### src/rtl/siren_detector_pkg.sv
// Shared types and default constants for the siren detector.
package siren_pkg;

  typedef enum logic [1:0] {
    IDLE     = 2'd0,
    UP_LEG   = 2'd1,
    DOWN_LEG = 2'd2,
    LOCK     = 2'd3
  } state_e;

  typedef enum logic [1:0] {
    FLAT = 2'd0,
    UP   = 2'd1,
    DOWN = 2'd2
  } step_e;

  localparam int unsigned DEF_CNT_W      = 24;
  localparam int unsigned DEF_MIN_PERIOD = 20000;
  localparam int unsigned DEF_MAX_PERIOD = 500000;
  localparam int unsigned DEF_TIMEOUT    = 2000000;
  localparam int unsigned DEF_HYST       = 64;
  localparam int unsigned DEF_SWEEP_N    = 8;

endpackage

### src/rtl/siren_detector_edge_period_meter.sv
// Synchronizes the tone input, detects rising edges and measures the
// edge-to-edge interval with range check and silence timeout.
module edge_period_meter
  import siren_pkg::*;
#(
  parameter int unsigned CNT_W      = DEF_CNT_W,
  parameter int unsigned MIN_PERIOD = DEF_MIN_PERIOD,
  parameter int unsigned MAX_PERIOD = DEF_MAX_PERIOD,
  parameter int unsigned TIMEOUT    = DEF_TIMEOUT
) (
  input  logic             clk,
  input  logic             rst_n,
  input  logic             tone_in,
  output logic [CNT_W-1:0] sample,
  output logic             sample_valid,
  output logic             silence,
  output logic             timeout_c
);

  localparam logic [CNT_W-1:0] CNT_MAX = '1;

  logic             sync1_q, sync2_q, sync2_d_q, edge_q;
  logic [CNT_W-1:0] cnt_q;
  logic [CNT_W-1:0] cnt_inc;
  logic             in_range;
  logic             armed_q;
  logic [CNT_W-1:0] sample_q;
  logic             sample_valid_q;
  logic             silence_q;

  // Interval length counts the edge cycle itself, so a 100-cycle wave reads 100.
  assign cnt_inc   = (cnt_q == CNT_MAX) ? cnt_q : cnt_q + CNT_W'(1);
  assign in_range  = (cnt_inc >= CNT_W'(MIN_PERIOD)) && (cnt_inc <= CNT_W'(MAX_PERIOD));
  assign timeout_c = !edge_q && (cnt_q == CNT_W'(TIMEOUT));

  always_ff @(posedge clk or negedge rst_n) begin
    if (!rst_n) begin
      sync1_q        <= 1'b0;
      sync2_q        <= 1'b0;
      sync2_d_q      <= 1'b0;
      edge_q         <= 1'b0;
      cnt_q          <= '0;
      armed_q        <= 1'b0;
      sample_q       <= '0;
      sample_valid_q <= 1'b0;
      silence_q      <= 1'b1;
    end else begin
      sync1_q        <= tone_in;
      sync2_q        <= sync1_q;
      sync2_d_q      <= sync2_q;
      edge_q         <= sync2_q & ~sync2_d_q;
      sample_valid_q <= 1'b0;
      cnt_q          <= edge_q ? '0 : cnt_inc;
      if (edge_q) begin
        silence_q <= 1'b0;
        armed_q   <= 1'b1;
        // The first edge after reset or silence only opens a measurement window.
        if (armed_q && in_range) begin
          sample_q       <= cnt_inc;
          sample_valid_q <= 1'b1;
        end
      end else if (timeout_c) begin
        silence_q <= 1'b1;
        armed_q   <= 1'b0;
      end
    end
  end

  assign sample       = sample_q;
  assign sample_valid = sample_valid_q;
  assign silence      = silence_q;

endmodule

### src/rtl/siren_detector.sv
// Siren detector top: period trend classifier FSM over the edge meter.
// Define SIREN_DETECTOR_AVG_EN to publish a 4-sample moving average instead of raw periods.
module siren_detector
  import siren_pkg::*;
#(
  parameter int unsigned CNT_W      = DEF_CNT_W,
  parameter int unsigned MIN_PERIOD = DEF_MIN_PERIOD,
  parameter int unsigned MAX_PERIOD = DEF_MAX_PERIOD,
  parameter int unsigned TIMEOUT    = DEF_TIMEOUT,
  parameter int unsigned HYST       = DEF_HYST,
  parameter int unsigned SWEEP_N    = DEF_SWEEP_N
) (
  input  logic             clk,
  input  logic             rst_n,
  input  logic             tone_in,
  output logic [CNT_W-1:0] period,
  output logic             period_valid,
  output logic             siren_detected,
  output logic             silence
);

  localparam int unsigned RUN_W = $clog2(SWEEP_N + 1);
  localparam logic [RUN_W-1:0] RUN_N = RUN_W'(SWEEP_N);

  logic [CNT_W-1:0] sample;
  logic             sample_valid;
  logic             timeout_c;
  logic [CNT_W-1:0] cls_p;
  logic             cls_valid;

  edge_period_meter #(
    .CNT_W      (CNT_W),
    .MIN_PERIOD (MIN_PERIOD),
    .MAX_PERIOD (MAX_PERIOD),
    .TIMEOUT    (TIMEOUT)
  ) u_meter (
    .clk          (clk),
    .rst_n        (rst_n),
    .tone_in      (tone_in),
    .sample       (sample),
    .sample_valid (sample_valid),
    .silence      (silence),
    .timeout_c    (timeout_c)
  );

`ifdef SIREN_DETECTOR_AVG_EN
  localparam int unsigned SUM_W = CNT_W + 2;

  logic [CNT_W-1:0] h0_q, h1_q, h2_q;
  logic [2:0]       fill_q;
  logic [CNT_W-1:0] avg_q;
  logic             avg_valid_q;
  logic [SUM_W-1:0] sum_c;

  assign sum_c = SUM_W'(sample) + SUM_W'(h0_q) + SUM_W'(h1_q) + SUM_W'(h2_q);

  // Valid only once four fresh samples are in the window.
  always_ff @(posedge clk or negedge rst_n) begin
    if (!rst_n) begin
      h0_q        <= '0;
      h1_q        <= '0;
      h2_q        <= '0;
      fill_q      <= '0;
      avg_q       <= '0;
      avg_valid_q <= 1'b0;
    end else begin
      avg_valid_q <= 1'b0;
      if (timeout_c) begin
        fill_q <= '0;
      end else if (sample_valid) begin
        h0_q        <= sample;
        h1_q        <= h0_q;
        h2_q        <= h1_q;
        fill_q      <= (fill_q == 3'd4) ? fill_q : fill_q + 3'd1;
        avg_q       <= CNT_W'(sum_c >> 2);
        avg_valid_q <= (fill_q >= 3'd3);
      end
    end
  end

  assign cls_p        = avg_q;
  assign cls_valid    = avg_valid_q;
`else
  assign cls_p        = sample;
  assign cls_valid    = sample_valid;
`endif

  assign period       = cls_p;
  assign period_valid = cls_valid;

  state_e           state_q, state_d;
  logic [RUN_W-1:0] run_cnt_q, run_cnt_d;
  logic             leg1_done_q, leg1_done_d;
  logic [CNT_W-1:0] prev_period_q, prev_period_d;
  logic             siren_q, siren_d;
  step_e            step_c;
  logic             fwd_c, rev_c;

  always_ff @(posedge clk or negedge rst_n) begin
    if (!rst_n) begin
      state_q       <= IDLE;
      run_cnt_q     <= '0;
      leg1_done_q   <= 1'b0;
      prev_period_q <= '0;
      siren_q       <= 1'b0;
    end else begin
      state_q       <= state_d;
      run_cnt_q     <= run_cnt_d;
      leg1_done_q   <= leg1_done_d;
      prev_period_q <= prev_period_d;
      siren_q       <= siren_d;
    end
  end

  // Shorter period means rising frequency, i.e. an UP step.
  always_comb begin
    step_c = FLAT;
    if (prev_period_q != '0) begin
      if ((prev_period_q > cls_p) && ((prev_period_q - cls_p) > CNT_W'(HYST))) begin
        step_c = UP;
      end else if ((cls_p > prev_period_q) && ((cls_p - prev_period_q) > CNT_W'(HYST))) begin
        step_c = DOWN;
      end
    end
    fwd_c = ((state_q == UP_LEG) && (step_c == UP)) || ((state_q == DOWN_LEG) && (step_c == DOWN));
    rev_c = ((state_q == UP_LEG) && (step_c == DOWN)) || ((state_q == DOWN_LEG) && (step_c == UP));
  end

  always_comb begin
    state_d       = state_q;
    run_cnt_d     = run_cnt_q;
    leg1_done_d   = leg1_done_q;
    prev_period_d = prev_period_q;
    if (timeout_c) begin
      state_d       = IDLE;
      run_cnt_d     = '0;
      leg1_done_d   = 1'b0;
      prev_period_d = '0;
    end else if (cls_valid) begin
      prev_period_d = cls_p;
      case (state_q)
        IDLE: begin
          if (step_c == UP) begin
            state_d     = UP_LEG;
            run_cnt_d   = RUN_W'(1);
            leg1_done_d = 1'b0;
          end else if (step_c == DOWN) begin
            state_d     = DOWN_LEG;
            run_cnt_d   = RUN_W'(1);
            leg1_done_d = 1'b0;
          end
        end
        UP_LEG, DOWN_LEG: begin
          if (fwd_c) begin
            run_cnt_d = (run_cnt_q == RUN_N) ? run_cnt_q : run_cnt_q + RUN_W'(1);
          end else if (rev_c) begin
            leg1_done_d = (run_cnt_q == RUN_N);
            state_d     = (state_q == UP_LEG) ? DOWN_LEG : UP_LEG;
            run_cnt_d   = RUN_W'(1);
          end
          if ((fwd_c || rev_c) && (run_cnt_d == RUN_N) && leg1_done_d) begin
            state_d = LOCK;
          end
        end
        LOCK:    state_d = LOCK;
        default: state_d = IDLE;
      endcase
    end
  end

  always_comb begin
    siren_d = (state_d == LOCK);
  end

  assign siren_detected = siren_q;

endmodule

### config.mk
export PLATFORM = sky130hd
export DESIGN_NAME = siren_detector
export DESIGN_NICKNAME = d
export VERILOG_FILES = /design/src/rtl/siren_detector_pkg.sv /design/src/rtl/siren_detector_edge_period_meter.sv /design/src/rtl/siren_detector.sv
export SDC_FILE = /design/constraint.sdc
export NUM_CORES = 1
export LEC_CHECK = 0
export CORE_MARGIN = 3
export CORE_UTILIZATION = 56
export DETAILED_ROUTE_END_ITERATION = 6
export PLACE_DENSITY_LB_ADDON = 0.3
export SYNTH_ARGS = -nofsm -noshare
export SYNTH_HDL_FRONTEND = slang
export SYNTH_HIERARCHICAL = 1
export SYNTH_SLANG_ARGS = --single-unit
### constraint.sdc
create_clock -name clk -period 3.45 [get_ports clk]
set_input_delay 0.5175 -clock clk [delete_from_list [all_inputs] [get_ports clk]]
set_output_delay 0.5175 -clock clk [all_outputs]
set_load 0.01 [all_outputs]
==> results.yml, run 1 <==
timing:
  report.final.slew_viol_count: 0
  fin_crit_ps: 3960
  worst_pin_slew_ps: 837
  fin_crit_sh: 1.15
  report.final.hold_viol_count: 0
  max_freq_mhz: 253
  worst_slack_ps: -508
  setup_violations: 8
  clock_skew_ps: 6.15
  relSlewSlack: 0.442
  grt_setup_unrepaired: "yes"
placed_design:
  gp_congestion: 1.00
  place_hpwl_mm: 18.2
  place_area_um2: 9580
  dp_worst_setup_slack_ps: -360
  numPortBuffers: 29
clock_tree:
  hold_buffers: 0
  cts.path.max_buffers: 2
  cts_buffers: 9
  cts-root-buf: "clkbuf_16"
  clock-sinks: 87
  clk_pin_slew_ps: 70
  insertion_delay_ps: 360
  h-tree-depth: 3
  tritoncts: "yes"
floorplan:
  dieArea_um2: 15600
  io_pins: 30
  design.core.area_um2: 13600
  initial_utilization: 0.585
  die_w_um: 125
  rows: 42
  die_y_um: 125
power_and_ir_drop:
  pwr-share-seq: 0.465
  p_leak_nw: 4.86
  switching_share: 0.252
  p_sw_mw: 0.582
  p_clk_frac: 0.481
  p_per_area_nw_per_um2: 212
  p_int_mw: 1.72
  total_power_mw: 2.30
  peakVddDrop_mv: 0.279
  power_frac_comb: 0.054
logic_synthesis:
  netlist_top_cells_count: "90 x nor2_1, 87 x inv_1, 86 x dfrtp_1"
  synth_top_area_cell: "dfrtp_1"
  yosys.area.top_type_share: 0.271
  synth_edf_count: 0
  synth_cell_types: 101
  synth.net_count: 997
  async_flop_share: 1.00
  synth_area_um2: 7930
  yosysSeqAreaShare: 0.275
  synth_top_flop_cell: "dfrtp_1"
  synth_most_common_cell: "nor2_1"
  avgSynthCellArea_um2: 8.47
  synth_area_leaders: "dfrtp_1 27%, ha_1 8.8%, mux2i_1 5.4%, nor2_1 4.3%, a21oi_1 4.2%"
  ys.warnings.count: 6
  ys_ff_latch: 87
  synthCells: 937
critical_path:
  critPathKind: "reg -> reg"
  required_ps: 3680
  crit_arrival_ps: 4190
  startpoint_type: "flop"
  slowest_stage: "dfrtp_1"
  crit_top_cell: "buf_4"
  worst_setup_path_end_kind: "flop"
  crit_path_cell_trace: "buf_4, inv_1, ha_1, a21oi_2, buf_4, o21ai_0, buf_4, a21oi_1, nor2_1, nor4_1, nand3_1, nor4_2, buf_4, a41o_4, a2111oi_4, o21a_2, a2111oi_4, nor3_1"
  cp_top_family: "compound AO/OA/AOI/OAI gates"
  reg2regPathDepth: 18
  r2r-end: "state_q[1]"
  worst-path-buf-inv: 5
  rrSetupSlack_ps: -510
  path_max_fanout: 3
  rr_startpoint: "prev_period_q[9]"
  cpPeakStageDelay_ps: 400
finish:
  area_growth_pct: 36.8
  diodes: 0
  utilization: 0.801
  layout-drive-gt1-share: 0.330
  final_cell_area_um2: 10900
  nets: 1199
hold_path:
  min_path_type: "in -> async"
detailed_routing:
  finalWirelength_mm: 28.2
  viasPerCell: 6.54
  drc: 0
  detail-route-antenna-nets: 0
  first_pass_iters: 7
  via_count: 8639
  drt_iter0_markers: 1212
  wire_per_inst_um: 21.4
run_status:
  failed_checks: "negative setup slack"
  status: "finished, violations left"
global_route:
  grt_pass1_vias: 8222
  grt_pass1_wl_mm: 41.2
  grtUsageTotal: 0.321
  grt_max_degree: 65
  overflow: 0
  antenna_found_initial: 0
job:
  drv_cap: 0
## power by group through the flow
stage / clock [mW] / combinational, mW / sequential [mW]
CTS: 1.12 / 0.123 / 1.07
floorplan: 0 / 0.0815 / 1.07
finish: 1.11 / 0.124 / 1.07
global placement: 0 / 0.117 / 1.09
detailed placement: 0 / 0.122 / 1.09
global route: 1.16 / 0.137 / 1.07
## layout make-up
cell class	instances	area, um2
Multi-Input combinational cell	719	5920
Fill cell	762	2700
Sequential cell	87	2180
Timing Repair Buffer	235	1870
Inverter	87	327
Clock buffer	9	225
Tap cell	176	220
Clock inverter	7	105
## logic make-up (layout without fill, tap and decap cells)
group           count (synthesis)  after routing  share of synthesized area
compound gates                256            256                      0.238
simple gates                  301            301                      0.197
fa+ha+maj                      57             57                     0.0908
flops                          87             87                      0.275
buf+inv                       131            338                     0.0733
mux                            50             50                     0.0642
xor+xnor                       55             55                     0.0617
## cells in the final DEF, fill, tap and decap left out, types with 5 or more instances in the layout
master           synthesis  final
or3_1                    7      7
o21a_1                   9      7
nor2_2                   0      6
clkdlybuf4s50_1          0     28
o21ai_0                 37     30
inv_1                   87     81
o21bai_1                 6      6
clkbuf_16                0      9
ha_2                     0      5
o211ai_1                 5      5
ha_1                    56     38
ha_4                     0     13
nor4_1                  15     13
a21oi_1                 66     50
a21oi_2                  7     18
a2111oi_4                1      6
a211oi_1                16      8
xor2_1                  25     24
buf_6                    6      7
xnor2_1                 29     28
and2_1                   8      8
o21ai_2                  6     10
nor2b_1                 12     12
nand4_1                 26     26
nor2_1                  90     84
nor3_1                  20     17
o21ai_1                  7      8
a21oi_4                  1      6
dfrtp_1                 86     85
mux2_2                   6      6
a21o_1                  12     10
inv_2                    0      6
a211oi_2                 5     11
buf_4                    6    199
and4_1                   6      6
and3_1                   8      8
nand2_1                 54     52
a31oi_1                  9      8
mux2i_1                 43     42
nand3_1                 22     21
## how the worst max path moves through the flow
stage	from	endpoint	slack, ps	cells after the start
global route	u_meter/sample[4]	state_q[1]	-560	17
CTS	prev_period_q[0]	siren_detected	-120	16
finish	prev_period_q[9]	state_q[1]	-510	18
floorplan	u_meter/sample[3]	leg1_done_q	10	15
detailed placement	u_meter/sample[3]	state_q[1]	-360	15
global placement	u_meter/sample[4]	state_q[1]	-340	14
## flip-flops by register name, indices dropped and copies added (netlist names)
signal	flops
leg1_done_q	1
prev_period_q	24
run_cnt_q	4
siren_detected	1
state_q	2
u_meter/armed_q	1
u_meter/cnt_q	24
u_meter/edge_q	1
u_meter/sample	24
u_meter/sample_valid	1
u_meter/silence	1
u_meter/sync1_q	1
u_meter/sync2_d_q	1
u_meter/sync2_q	1
## repair_timing
action                                  4_1_cts  5_1_grt
setup buffers                                 7       16
pin swaps                                    29       37
gates resized for setup                      75       76
endpoints found under the setup margin        8       14
## metrics by stage
step / setup TNS, ps / hold WS, ps / instances
floorplan: 0 / 222 / 937
global placement: -1750 / 335 / 1281
detailed placement: -2540 / 341 / 1281
CTS: -648 / 274 / 1304
global route: -4070 / 317 / 1320
finish: -3560 / 248 / 1320
## worst register-to-register path: cells and delay by family (launching register included)
kind            cells  cell delay (ps)
flops               1              400
fa+ha+maj           1              250
simple gates        5              940
compound gates      7             1510
buf+inv             5              720
## metal layers
layer / share of wire / routed length [um] / track usage / vias up
met5: 0 / 0 / 0 / -
met4: 0.059 / 1650 / 0.146 / 0
met3: 0.088 / 2470 / 0.0601 / 159
met2: 0.46 / 12900 / 0.517 / 559
met1: 0.40 / 11200 / 0.420 / 4127
li1: - / - / - / 3794
Note: power is estimated with default switching activity, not from simulation.
==> run 2: changes to the inputs <==
==> constraint.sdc (replaced) <==
create_clock -name clk -period 4.1 [get_ports clk]
set_input_delay 0.615 -clock clk [delete_from_list [all_inputs] [get_ports clk]]
set_output_delay 0.615 -clock clk [all_outputs]
set_load 0.01 [all_outputs]
==> run 2 against run 1 <==
The flow now finishes without violations. Total power is 22% lower. First-iteration DRC count down 27%. Flip-flop and latch count unchanged. Worst setup slack better by 700 ps. Hold slack better by 98 ps. Register-to-register slack improved by 700 ps. Clock skew rose by 0.89 ps. Design area is 18% lower. Largest power group is now registers.
==> results.yml, run 2 (synthesized netlist as in run 1, its figures left out) <==
floorplan:
  initial_utilization: 0.585
  rows: 42
  die_y_um: 125
  design.core.area_um2: 13600
  die_w_um: 125
  io_pins: 30
  dieArea_um2: 15600
detailed_routing:
  drt_iter0_markers: 888
  via_count: 7432
  finalWirelength_mm: 22.0
  viasPerCell: 6.42
  wire_per_inst_um: 19.0
  detail-route-antenna-nets: 0
  first_pass_iters: 6
  drc: 0
placed_design:
  numPortBuffers: 29
  dp_worst_setup_slack_ps: -15.4
  place_area_um2: 8490
  place_hpwl_mm: 16.6
  dpl.cell_count: 1137
  gp_congestion: 0.976
power_and_ir_drop:
  p_leak_nw: 3.90
  p_per_area_nw_per_um2: 200
  p_sw_mw: 0.466
  power_frac_comb: 0.051
  switching_share: 0.261
  peakVddDrop_mv: 0.257
  pwr-share-seq: 0.506
  p_int_mw: 1.32
  p_clk_frac: 0.443
timing:
  worst_slack_ps: 191
  setup_violations: 0
  fin_crit_sh: 0.953
  max_freq_mhz: 256
  report.final.slew_viol_count: 0
  clock_skew_ps: 7.04
  report.final.hold_viol_count: 0
  worst_pin_slew_ps: 890
  fin_crit_ps: 3910
  relSlewSlack: 0.406
run_status:
  status: "finished clean"
finish:
  final_cell_area_um2: 8930
  layout-drive-gt1-share: 0.141
  final_cell_mix: "90 x nor2_1, 87 x inv_1, 86 x dfrtp_1, 62 x a21oi_1, 54 x nand2_1"
  area_growth_pct: 12.6
  nets: 1036
  fillerInstances: 1126
  diodes: 0
  multi_input_area_um2: 5300
  final_common_cell: "nor2_1"
  fin_cells: 1157
  area.sequential_um2: 2180
clock_tree:
  cts.path.max_buffers: 2
  tritoncts: "yes"
  h-tree-depth: 3
  insertion_delay_ps: 350
  clock-sinks: 87
  clk_pin_slew_ps: 70
  hold_buffers: 0
  cts_buffers: 9
  cts-root-buf: "clkbuf_16"
critical_path:
  crit_arrival_ps: 4130
  reg2regPathDepth: 15
  cp_top_family: "compound AO/OA/AOI/OAI gates"
  rrSetupSlack_ps: 190
  crit_path_cell_trace: "inv_1, ha_1, fa_1, nor2b_4, o21bai_4, a2111oi_4, nor3_1, xnor2_1, a21oi_2, nand4_2, o21ba_4, a211oi_4, o21ai_1, a2111oi_1, a211oi_1"
  worst-path-buf-inv: 1
  cp_num_cells: 15
  cpPeakStageDelay_ps: 450
  required_ps: 4330
  slowest_stage: "fa_1"
  path_max_fanout: 5
  critPathKind: "reg -> reg"
  rr_startpoint: "prev_period_q[0]"
  r2r-end: "siren_detected"
  startpoint_type: "flop"
  worst_setup_path_end_kind: "flop"
hold_path:
  min_path_type: "in -> async"
global_route:
  grtUsageTotal: 0.280
  overflow: 0
  grt_max_degree: 69
  grt_pass1_vias: 7003
  antenna_found_initial: 0
  grt_pass1_wl_mm: 36.3
job:
  drv_cap: 0
==> run 2: cell count changes in the layout (fill, tap and decap cells not counted), moves of 8 or more <==
cell     before  now
a21oi_2      18   10
ha_4         13    0
ha_1         38   48
a21oi_1      50   62
buf_4       199   43
==> run 2: worst max path at each step <==
stage,to,from,slack [ps]
2_1_floorplan,state_q[1],u_meter/sample[0],610
3_3_place_gp,state_q[0],prev_period_q[5],40
3_5_place_dp,state_q[1],prev_period_q[5],-20
4_1_cts,state_q[1],prev_period_q[3],40
5_1_grt,siren_detected,u_meter/sample[2],-20
6_report,siren_detected,prev_period_q[0],190
==> run 2: worst reg2reg max path, stage by stage (launching register included) <==
cell	delay (ps)
dfrtp_1	440
inv_1	70
ha_1	230
fa_1	450
nor2b_4	180
o21bai_4	120
a2111oi_4	340
nor3_1	100
xnor2_1	180
a21oi_2	200
nand4_2	220
o21ba_4	300
a211oi_4	320
o21ai_1	170
a2111oi_1	370
a211oi_1	90
==> run 2: per-stage QoR <==
stage | setup TNS (ps) | hold slack, ps | power, mW | utilization
CTS | 0 | 361 | 1.81 | 0.647
global placement | 0 | 338 | 1.01 | 0.626
floorplan | 0 | 319 | 0.971 | -
global route | -42.9 | 371 | 1.85 | 0.659
finish | 0 | 346 | 1.79 | 0.659
detailed placement | -15.4 | 336 | 1.01 | 0.626
==> run 2: timing repair <==
| action | 4_1_cts | 5_1_grt |
|---|---|---|
| setup buffers | 0 | 4 |
| endpoints found under the setup margin | 2 | 8 |
| pin swaps | 0 | 7 |
| resized for setup | 2 | 24 |
==> run 2: power groups by stage <==
stage	Combinational, mW	Clock (mW)	Sequential [mW]
floorplan	0.0686	0	0.902
global placement	0.0884	0	0.920
detailed placement	0.0914	0	0.920
CTS	0.0923	0.813	0.903
global route	0.104	0.843	0.907
finish	0.0906	0.793	0.905
==> run 2: layout make-up <==
cell class	instances	area share
clock buffer	9	0.0252
clock inverter	7	0.00630
inverter	87	0.0366
multi-input combinational	719	0.594
sequential	87	0.244
tap	176	0.0247
timing repair buffer	72	0.0698
==> run 2: layer usage <==
metal  global-route usage  share of wire  vias to the layer above
met5                    0              0                        -
met4                0.110          0.036                        0
met3               0.0358          0.068                       59
met2                0.430           0.45                      335
met1                0.405           0.44                     3571
li1                     -              -                     3467
==> run 3: changes to the inputs <==
--- a/config.mk
+++ b/config.mk
@@ -5,6 +5,8 @@
 export SDC_FILE = /design/constraint.sdc
 export NUM_CORES = 1
 export LEC_CHECK = 0
+export CAP_MARGIN = 20
+export CORE_ASPECT_RATIO = 1.25
 export CORE_MARGIN = 3
 export CORE_UTILIZATION = 56
 export DETAILED_ROUTE_END_ITERATION = 6
==> constraint.sdc (replaced) <==
create_clock -name clk -period 3.5 [get_ports clk]
set_input_delay 0.525 -clock clk [delete_from_list [all_inputs] [get_ports clk]]
set_output_delay 0.525 -clock clk [all_outputs]
set_load 0.01 [all_outputs]
==> run 3 against run 2 <==
The run now ends with negative setup slack left. Clock-buffer cell count rose by 2. Final cell count increased by 16%. Hold slack worse by 44 ps. Die area is essentially flat. Clock power up 34%. Flip-flop and latch count stayed put. Critical path type unchanged. Critical endpoint unchanged. Largest cell class unchanged. Highest routed layer unchanged.
==> results.yml, run 3 (synthesized netlist as in run 1, its figures left out) <==
detailed_routing:
  first_pass_iters: 7
  via_count: 8484
  viasPerCell: 6.31
  finalWirelength_mm: 27.3
  drc: 0
  detail-route-antenna-nets: 0
  wire_per_inst_um: 20.3
  drt_iter0_markers: 734
power_and_ir_drop:
  total_power_mw: 2.23
  peakVddDrop_mv: 0.426
  p_leak_nw: 4.95
  p_per_area_nw_per_um2: 205
critical_path:
  crit_path_cell_trace: "inv_1, ha_4, buf_4, a21oi_1, o21ai_2, a211oi_2, buf_4, xnor2_2, nor4_1, nand3_1, nor4_2, buf_4, buf_6, a41oi_4, o211ai_1, o41ai_4, clkbuf_16, a2111oi_4, a211oi_2"
  cp_top_family: "compound AO/OA/AOI/OAI gates"
  critPathKind: "reg -> reg"
  startpoint_type: "flop"
  required_ps: 3720
  path_max_fanout: 6
  slowest_stage: "dfrtp_1"
  cpPeakStageDelay_ps: 380
  worst-path-buf-inv: 6
  crit_top_cell: "buf_4"
  crit_arrival_ps: 4210
  worst_setup_path_end_kind: "flop"
timing:
  report.final.slew_viol_count: 0
  relSlewSlack: 0.373
  worst_slack_ps: -492
  fin_crit_ps: 3990
  fin_crit_sh: 1.14
  setup_violations: 8
  grt_setup_unrepaired: "yes"
  worst_pin_slew_ps: 940
  max_freq_mhz: 250
  setup_tns_ps: -2800
  report.final.hold_viol_count: 0
  clock_skew_ps: 9.19
finish:
  area_growth_pct: 37.5
  fillerInstances: 846
  final_common_cell: "buf_4"
  layout-drive-gt1-share: 0.315
  nets: 1224
  diodes: 0
  final_cell_mix: "220 x buf_4, 88 x nor2_1, 86 x inv_1, 85 x dfrtp_1, 55 x a21oi_1"
  utilization: 0.790
clock_tree:
  clk_pin_slew_ps: 70
  hold_buffers: 0
  tritoncts: "yes"
  cts.path.max_buffers: 2
  cts-root-buf: "clkbuf_16"
  insertion_delay_ps: 340
  cts_buffers: 9
  clock-sinks: 87
  h-tree-depth: 3
global_route:
  overflow: 0
  grtUsageTotal: 0.324
  grt_pass1_vias: 8306
  grt_pass1_wl_mm: 41.4
  antenna_found_initial: 0
  grt_max_degree: 75
placed_design:
  gp_congestion: 1.03
  place_hpwl_mm: 18.7
  numPortBuffers: 29
floorplan:
  dieArea_um2: 15600
  design.core.area_um2: 13800
  rows: 48
  initial_utilization: 0.574
  die_y_um: 139
  io_pins: 30
  die_w_um: 112
hold_path:
  min_path_type: "in -> async"
job:
  drv_cap: 0
run_status:
  status: "finished, violations left"
  failed_checks: "negative setup slack"
==> run 3: cell types whose count changed in the layout (fill, tap and decap cells not counted), moves of 5 or more <==
cell and change:
a21oi_1 -7, buf_4 +177, buf_6 +9, ha_1 -5, ha_2 -5, ha_4 +10
o21ai_2 +5
==> run 3: final cells by class <==
type / instances / area, um2 / area share
Timing Repair Buffer: 260 / 2100 / 0.192
Clock inverter: 5 / 81.3 / 0.00745
Inverter: 87 / 327 / 0.0299
Multi-Input combinational cell: 719 / 5760 / 0.528
Sequential cell: 87 / 2180 / 0.200
Clock buffer: 11 / 243 / 0.0222
Tap cell: 175 / 219 / 0.0201
==> run 3: timing repair <==
| item | in CTS | in global routing |
|---|---|---|
| setup endpoints to repair | 8 | 8 |
| pin swaps | 22 | 31 |
| resized for setup | 57 | 56 |
| setup buffers | 5 | 18 |
| cloned | 0 | 0 |
==> run 3: final timing paths <==
kind / slack [ps] / depth (start not counted) / to / from
min: 300 / 1 / u_meter/sample[22] / rst_n
max reg2reg: -490 / 19 / siren_detected / u_meter/sample[6]
min reg2reg: 370 / 0 / u_meter/sync2_q / u_meter/sync1_q
max: -490 / 19 / siren_detected / u_meter/sample[6]
min in group clk: 370 / 0 / u_meter/sync2_q / u_meter/sync1_q
max in group asynchronous: 2490 / 2 / u_meter/cnt_q[20] / rst_n
==> run 3: power breakdown <==
part / internal [mW] / switching (mW) / leakage, nW
Sequential: 1.02 / 0.0332 / 1.19
Clock: 0.646 / 0.415 / 0.156
Combinational: 0.0386 / 0.0766 / 3.60
==> run 3: through the flow <==
stage | worst slack [ps] | hold slack, ps | cell area [um2] | cells
finish | -492 | 302 | 10900 | 1344
global route | -584 | 378 | 10900 | 1344
CTS | -266 | 353 | 10500 | 1326
detailed placement | -571 | 343 | 9780 | 1305
global placement | -537 | 345 | 9780 | 1305
floorplan | 14.5 | 229 | 7930 | 937
==> run 3: worst reg2reg max path, delay by kind of cell (launching register included) <==
family,cells,cell delay [ps]
AO/OA/AOI/OAI,8,1580
buffers and inverters,6,860
AND/OR/NAND/NOR,3,770
flip-flops,1,380
adder cells (fa/ha/maj),1,230
XOR/XNOR,1,50
==> run 3: layer usage <==
metal | track usage | vias up | share of wire
met5 | 0 | - | 0
met4 | 0.139 | 0 | 0.055
met3 | 0.0524 | 125 | 0.058
met2 | 0.559 | 413 | 0.50
met1 | 0.398 | 4123 | 0.39
li1 | - | 3823 | -
